## config.mk

```make
export PLATFORM = sky130hd
export DESIGN_NAME = pipe_stage_skid
export DESIGN_NICKNAME = d
export VERILOG_FILES = /design/src/rtl/pipe_stage_skid_pkg.sv /design/src/rtl/pipe_entry_reg.sv /design/src/rtl/pipe_stage_skid.sv
export SDC_FILE = /design/constraint.sdc
export NUM_CORES = 1
export LEC_CHECK = 0
export BUFFER_PORTS_ARGS = -buffer_cell sky130_fd_sc_hd__buf_4
export CAP_MARGIN = 20
export CELL_PAD_IN_SITES_DETAIL_PLACEMENT = 2
export CELL_PAD_IN_SITES_GLOBAL_PLACEMENT = 2
export CORE_ASPECT_RATIO = 0.8
export CORE_MARGIN = 8
export CORE_UTILIZATION = 35
export CTS_CLUSTER_SIZE = 28
export DETAILED_ROUTE_END_ITERATION = 6
export PLACE_DENSITY = 0.91
export REMOVE_ABC_BUFFERS = 1
export SYNTH_ARGS = -nofsm -noshare
export SYNTH_HDL_FRONTEND = slang
export SYNTH_SLANG_ARGS = --single-unit
export TNS_END_PERCENT = 50
```

## constraint.sdc

```tcl
create_clock -name clk -period 1.9 [get_ports clk]
set_clock_uncertainty 0.1 [all_clocks]
set_input_delay 0.19 -clock clk [delete_from_list [all_inputs] [get_ports clk]]
set_output_delay 0.19 -clock clk [all_outputs]
set_load 0.01 [all_outputs]
```

## src/rtl/pipe_stage_skid_pkg.sv

```systemverilog
// Shared definitions for the handshaked pipeline stage register.
package pipe_stage_skid_pkg;

  typedef enum logic [1:0] {PS_EMPTY, PS_MAIN, PS_BOTH} pipe_state_t;

  typedef struct packed {
    logic       reg_write;
    logic       mem_read;
    logic       mem_write;
    logic       branch;
    logic [3:0] alu_op;
  } ControlSignals;

  localparam int unsigned PS_DEFAULT_WIDTH = 32;

endpackage

```

## src/rtl/pipe_entry_reg.sv

```systemverilog
// One stage entry: payload plus error flag, load-enabled, async active-low clear.
module pipe_entry_reg #(
  parameter int unsigned W = 33
) (
  input  logic         clk,
  input  logic         reset_n,
  input  logic         load,
  input  logic [W-1:0] d,
  output logic [W-1:0] q
);

  always_ff @(posedge clk or negedge reset_n) begin
    if (!reset_n) begin
      q <= '0;
    end else if (load) begin
      q <= d;
    end
  end

endmodule

```

## src/rtl/pipe_stage_skid.sv

```systemverilog
// Valid/ready pipeline stage with optional skid entry, flush, sticky error flag
// and saturating stall counter.
module pipe_stage_skid
  import pipe_stage_skid_pkg::*;
#(
  parameter int unsigned WIDTH = PS_DEFAULT_WIDTH,
  parameter int unsigned SKID  = 1,
  parameter int unsigned CNT_W = 8
) (
  input  logic             clk,
  input  logic             reset_n,
  input  logic             in_valid,
  output logic             in_ready,
  input  logic [WIDTH-1:0] in_data,
  input  logic             in_err,
  input  logic             flush,
  output logic             out_valid,
  input  logic             out_ready,
  output logic [WIDTH-1:0] out_data,
  output logic             out_err,
  output logic             err_seen,
  output logic [CNT_W-1:0] stall_cnt
);

  localparam int unsigned EW = WIDTH + 1;

  pipe_state_t      state_q, state_d;
  logic             in_ready_q, in_ready_d;
  logic             err_seen_q, err_seen_d;
  logic [CNT_W-1:0] stall_cnt_q, stall_cnt_d;
  logic [EW-1:0]    main_q, main_d, skid_q;
  logic             main_load, skid_load;
  logic             accept, xfer;

  assign out_valid = (state_q != PS_EMPTY);
  assign out_data  = main_q[WIDTH-1:0];
  assign out_err   = main_q[WIDTH];
  assign in_ready  = (SKID != 0) ? in_ready_q : (!out_valid || out_ready);
  assign accept    = in_valid && in_ready;
  assign xfer      = out_valid && out_ready;
  assign err_seen  = err_seen_q;
  assign stall_cnt = stall_cnt_q;

  always_comb begin
    state_d   = state_q;
    main_d    = {in_err, in_data};
    main_load = 1'b0;
    skid_load = 1'b0;
    unique case (state_q)
      PS_EMPTY: begin
        if (accept) begin
          state_d   = PS_MAIN;
          main_load = 1'b1;
        end
      end
      PS_MAIN: begin
        // Without a skid entry, accept while full implies a transfer.
        if (accept && xfer) begin
          main_load = 1'b1;
        end else if (accept) begin
          state_d   = PS_BOTH;
          skid_load = 1'b1;
        end else if (xfer) begin
          state_d = PS_EMPTY;
        end
      end
      PS_BOTH: begin
        if (xfer) begin
          state_d   = PS_MAIN;
          main_d    = skid_q;
          main_load = 1'b1;
        end
      end
      default: state_d = PS_EMPTY;
    endcase
    // Flush only drops validity; payload registers keep their contents.
    if (flush) begin
      state_d   = PS_EMPTY;
      main_load = 1'b0;
      skid_load = 1'b0;
    end
    in_ready_d  = (state_d != PS_BOTH);
    err_seen_d  = err_seen_q | (xfer & out_err);
    stall_cnt_d = stall_cnt_q;
    if (out_valid && !out_ready && (stall_cnt_q != '1)) begin
      stall_cnt_d = stall_cnt_q + 1'b1;
    end
  end

  always_ff @(posedge clk or negedge reset_n) begin
    if (!reset_n) begin
      state_q     <= PS_EMPTY;
      in_ready_q  <= 1'b1;
      err_seen_q  <= 1'b0;
      stall_cnt_q <= '0;
    end else begin
      state_q     <= state_d;
      in_ready_q  <= in_ready_d;
      err_seen_q  <= err_seen_d;
      stall_cnt_q <= stall_cnt_d;
    end
  end

  pipe_entry_reg #(.W(EW)) u_main (
    .clk     (clk),
    .reset_n (reset_n),
    .load    (main_load),
    .d       (main_d),
    .q       (main_q)
  );

  generate
    if (SKID != 0) begin : g_skid
      pipe_entry_reg #(.W(EW)) u_skid (
        .clk     (clk),
        .reset_n (reset_n),
        .load    (skid_load),
        .d       ({in_err, in_data}),
        .q       (skid_q)
      );
    end else begin : g_no_skid
      assign skid_q = '0;
    end
  endgenerate

endmodule

```

==> Yosys cells after proc, flatten, opt, wreduce, memory -nomap -nowiden <==
Index checks and enable logic that the tools add are counted.
Widths: inputs -> output; s select.
{ "word_totals": {"rom_bits": 0, "mem_bits_rw": 0, "latch_bits": 0, "regBits": 78, "input_bits": 38, "word_cells": 38, "mem_count": 0, "output_inout_bits": 44} }
{ "classes": {"mux": 17, "n_addsub": 1, "n_reduce_logical": 8, "shift": 0, "order_cmp": 0, "bitwise": 2, "div": 0, "n_eq_ne": 4, "n_mul": 0} }
{ "op_table": {"columns": ["operator", "count"], "rows": [
  ["$mux 33", 2],
  ["$mux 2", 6],
  ["$add 8x1->8 const B", 1],
  ["$ne 8x8->1 const B", 1],
  ["$mux 1", 7],
  ["$pmux 2 s3", 1],
  ["$logic_and 1x1->1", 5],
  ["$pmux 1 s3", 1],
  ["$eq 2x1->1 const B", 1],
  ["$eq 2x2->1 const B", 1],
  ["$logic_not 2->1", 1],
  ["$ne 2x2->1 const B", 1],
  ["$reduce_bool 2->1", 1],
  ["$and 1x1->1", 1],
  ["$logic_not 1->1", 1],
  ["$or 1x1->1", 1]
]} }

==> Longest topological paths before layout <==
{ "logic_depth": {"word_depth": 8, "ltp_mapped": 7} }

==> Cells and area by module <==
Synthesis repeated with hierarchy kept, for this count alone.
{ "hier_totals": {"cells_unflattened": 232, "hier_area_um2": 3783.6} }
{ "modules_own_cells": {"columns": ["module", "seq_area_each_um2", "cells_per_inst", "area_each_um2", "instances"], "rows": [
  ["pipe_entry_reg", 825.8, 70, 1381.3, 2],
  ["pipe_stage_skid", 301.5, 92, 1021.0, 1]
]} }

==> Worst setup path before layout <==
No wires, ideal clock.
{ "synth_timing": {"path_kind": "reg-to-reg", "from": "reg in_ready_q (netlist: in_ready)", "to": "reg u_main.q[32]", "stages_incl_launch_ff": 7, "required_time_ps": 1668, "arrival_time_ps": 1442, "path_buffers": 2, "path_slack_ps": 226, "path_cell_list": "dfstp_2 -> nand2_1 -> o41a_1 -> buf_4 -> buf_2 -> nand2_1 -> o21ai_1"} }
{ "synth_between": {"elab_chain_cells": 5} }
{ "synth_lines": {"columns": ["element", "line_no", "source"], "rows": [
  ["start, declared", "pipe_stage_skid.sv:28", "logic in_ready_q, in_ready_d;"],
  ["start signal, assigned", "pipe_stage_skid.sv:98", "in_ready_q <= in_ready_d;"],
  ["$logic_and 1x1->1 *", "pipe_stage_skid.sv:39", "assign accept = in_valid && in_ready;"],
  ["$logic_and 1x1->1", "pipe_stage_skid.sv:58", "if (accept && xfer) begin"],
  ["$mux 1", "pipe_stage_skid.sv:58", null],
  ["$pmux 1 s3 *", "pipe_stage_skid.sv:49", "unique case (state_q)"],
  ["$mux 1 *", "pipe_stage_skid.sv:77", "if (flush) begin"],
  ["end signal, assigned", "pipe_entry_reg.sv:14", "q <= '0;"],
  ["end signal, assigned", "pipe_entry_reg.sv:16", "q <= d;"],
  ["end, declared", "pipe_entry_reg.sv:9", "output logic [W-1:0] q"]
]} }
Mark *: on every way between the ends. The rest lies on a longest branch, timed or not.
A chain may end at the register's enable or synchronous reset.

==> Worst setup path in the final report <==
{ "layout_timing": {"from": "reg in_ready_q (netlist: in_ready)", "to": "reg g_skid.u_skid.q[0]"} }
{ "layout_between": {"elab_chain_cells": 5} }
{ "layout_lines": {"columns": ["element", "line_no"], "rows": [
  ["$logic_and 1x1->1 *", "pipe_stage_skid.sv:39"],
  ["$mux 1 / $logic_and 1x1->1 (equally long branches)", "pipe_stage_skid.sv:60, pipe_stage_skid.sv:58"],
  ["$mux 1 *", "pipe_stage_skid.sv:58"],
  ["$mux 1 *", "pipe_stage_skid.sv:49"],
  ["$mux 1 *", "pipe_stage_skid.sv:77"],
  ["end signal, assigned", "pipe_entry_reg.sv:14"],
  ["end signal, assigned", "pipe_entry_reg.sv:16"],
  ["end, declared", "pipe_entry_reg.sv:9"]
]} }
Marked as above.

==> summary.md <==
| Metric | Value |
|---|---|
| Status | `finished, final reports clean` |
| CTS Buffer Depth | `2` |
| Slew Limit Fails | `0` |
| CP peak stage delay | `approximately 540 ps` |
| Critical path depth | `4` |
| Post-Route WL | `about 9.7 mm` |
| GP Congestion | `0.717` |
| Max-Cap Viols | `0` |
| Critical Path AT | `approximately 1800 ps` |
| Clk Latency, worst-skew pair | `330 ps` |
| Final Hold Vio Count | `0` |
| Post-Layout Cell Count | `between 500 and 600` |
| FF-to-FF setup slack | `around 170 ps` |
| Worst VDD drop | `roughly 0.38 mV` |
| Async S/R FF share, synth | `100%` |
| IO Pins | `between 80 and 90` |
| CP Data Required Time | `~2000 ps` |
| Maximum clock rate | `between 0.5 and 0.6 GHz` |
| Setup_tns | `0 ps` |
| DR iter-0 viols | `roughly 150` |
| RSZ-0062 raised after global routing | `false` |
| Port bufs | `81` |
| Total core area | `~9500 um^2` |
| Worst-margin pin slew | `approximately 340 ps` |
| Top-area cell type share of the netlist area | `a little under three fifths` |
| Setup slack after layout | `167 ps` |
| FP Rows | `32` |
| Clock sink count | `slightly below 80` |
| Max-slew headroom | `roughly 77%` |
| Synthesized cell area | `about 3400 um^2` |
| Tightest Hold Check Type | `in -> reg` |
| Post-synth top area cell | `dfrtp_1` |
| Reg2reg end | `g_skid.u_skid.q[0]` |
| Layout Nets | `between 400 and 500` |
| FF+latch count, synth | `a little under 80` |
| Fraction of layout cells with a size suffix above 1 | `28.6%` |
| Crit-path cells | `and3b_1, nand3b_4, buf_4, mux2_1` |
| Vias | `2533` |
| CP delay by family, top | `flip-flops` |
| Lkg Pwr | `between 2 and 2.5 nW` |
| Sequential share of the synthesized area | `slightly below 60%` |
| EDFF count, synth | `0` |
| PnR Total Power | `5.15 mW` |
| Slowest CP cell | `dfstp_2` |
| Fill count | `about 930` |
| Crit path from | `in_ready` |
| Max FO, Critical Path | `21` |
| Dpl cells | `464` |
| Antenna Cells | `0` |
| Top area cells in the synthesized netlist | `dfrtp_1 (57%), mux2_1 (11%), mux2i_1 (11%), o21ai_1 (4.9%), nand2_1 (4.1%)` |
| Yosys Warn Count | `0` |
| Worst-case reg-to-reg path depth | `4` |
| Routed len/inst | `19.2 um` |
| Unique cell type count in the Yosys netlist | `34` |
| CP endpoint | `g_skid.u_skid.q[0]` |
| Htree depth | `3` |
| DR DRC count | `0` |
| Worst path bufs/invs | `1` |
| Number of vias per cell | `between 5 and 6` |
| Area occupied by registers | `1950 um^2` |
| Root Buffer | `clkbuf_16` |
| Initial antenna violation count | `0` |
| Top_reg_cell synth | `dfrtp_1` |
| Critical Path End Type | `flop` |
| Die Span Y | `104 um` |
| First-pass GRT wire length | `approximately 16 mm` |
| CTS tree | `yes` |
| Largest net degree at the start of global routing | `between 60 and 70` |
| Multi-input gate area | `1310 um^2` |
| Area Growth Syn to Fin | `38.4%` |
| Die width | `126 um` |
| Reg-to-Reg Start | `in_ready` |
| Dpl ws | `between 150 and 200 ps` |
| Fin crit share | `between 90% and 100%` |
| Synthesized area per cell | `about 12 um^2` |
| GRT Residual Overflow | `0` |
| Mapped Cells | `approximately 270` |
| DIE AREA | `13100 um^2` |
| Startpoint types | `flop` |
| Initial DRT Pass Iterations | `4` |
| Most common cell after layout, fill and taps aside | `buf_4` |
| Starting Density | `a little over a third` |
| DRT antenna net count | `0` |
| Final Setup Violations | `0` |
| Commonest cells after routing, fill and taps aside | `buf_4 (86), dfrtp_1 (77), nand2_1 (37)` |
| CTS buffer count | `9` |
| GRT Total Usage | `between 15 and 20%` |
| Pwr/cell area | `about 1100 nW/um^2` |
| Vias in the first global route | `just over 3000` |
| Tmin final | `about 1700 ps` |
| Setup CP Type | `reg -> reg` |
| Post-CTS setup buffer count | `0` |
| HPWL after DPL | `roughly 6.7 mm` |
| Hold Path Depth | `2` |
| Worst-path clk slew | `60 ps` |
Yosys cell counts, types with 2 or more instances:
cell type and count:
dfrtp_1 77, nand2_1 37, mux2i_1 36, mux2_1 34
o21ai_1 33, buf_2 8, a21oi_1 5, a31oi_1 3
and3_1 3, buf_6 3, clkbuf_1 3, nand3_1 3
and2_1 2, buf_4 2, inv_1 2, nor2_1 2
nor2b_1 2
worst min path at each step:
stage	from	to	slack (ps)
final	in_data[7]	g_skid.u_skid.q[7]	4
after global placement	reset_n	stall_cnt[1]	10
after global routing	in_data[7]	g_skid.u_skid.q[7]	2
after floorplan	reset_n	err_seen	-210
after detailed placement	reset_n	stall_cnt[1]	20
after CTS	in_data[17]	g_skid.u_skid.q[17]	2
where the power goes:
part	leakage, nW	total [mW]	switching, mW	internal (mW)
Clock	0.141	1.69	0.649	1.04
Sequential	0.959	2.35	0.273	2.07
Combinational	1.33	1.12	0.518	0.598
what timing repair did:
action	4_1_cts	5_1_grt
hold buffers	25	0
endpoints found under the setup margin	0	0
hold endpoints to repair	46	0
gates resized for setup	0	0
state kept, by name (all words and copies together) (netlist names):
register and flops:
in_ready 1, err_seen 1, u_main.q 33, stall_cnt 8, g_skid.u_skid.q 33, state_q 2
metal layers:
metal	up-vias	track usage [%]	share of wire (%)
met4	0	4.54	1.4
met5	-	0	0
li1	1164	-	-
met2	56	27.8	53
met1	1301	17.0	40
met3	12	4.92	5.5
layout make-up:
cell class	count	area share (%)
inverter	2	0.161
clock inverter	4	1.02
clock buffer	11	5.20
tap	119	3.19
sequential	78	41.8
timing repair buffer	114	20.5
multi-input combinational	176	28.1
cells by family after synthesis:
kind of cell    Yosys count  synth area share (%)
flops                    78                  57.9
simple gates             57                  8.39
mux                      70                  22.0
compound gates           47                  7.83
buf+inv                  18                  3.19
fa+ha+maj                 1                 0.371
xor+xnor                  1                 0.260
metrics by stage:
step	hold WS, ps	cell area [um^2]	util, %
after floorplan	-206	3270	-
after global placement	12.6	4130	43.5
after detailed placement	21.9	4130	43.5
after CTS	1.66	4670	49.2
after global routing	2.18	4670	49.2
final	3.57	4670	49.2
(Power assumes the default switching activity.)
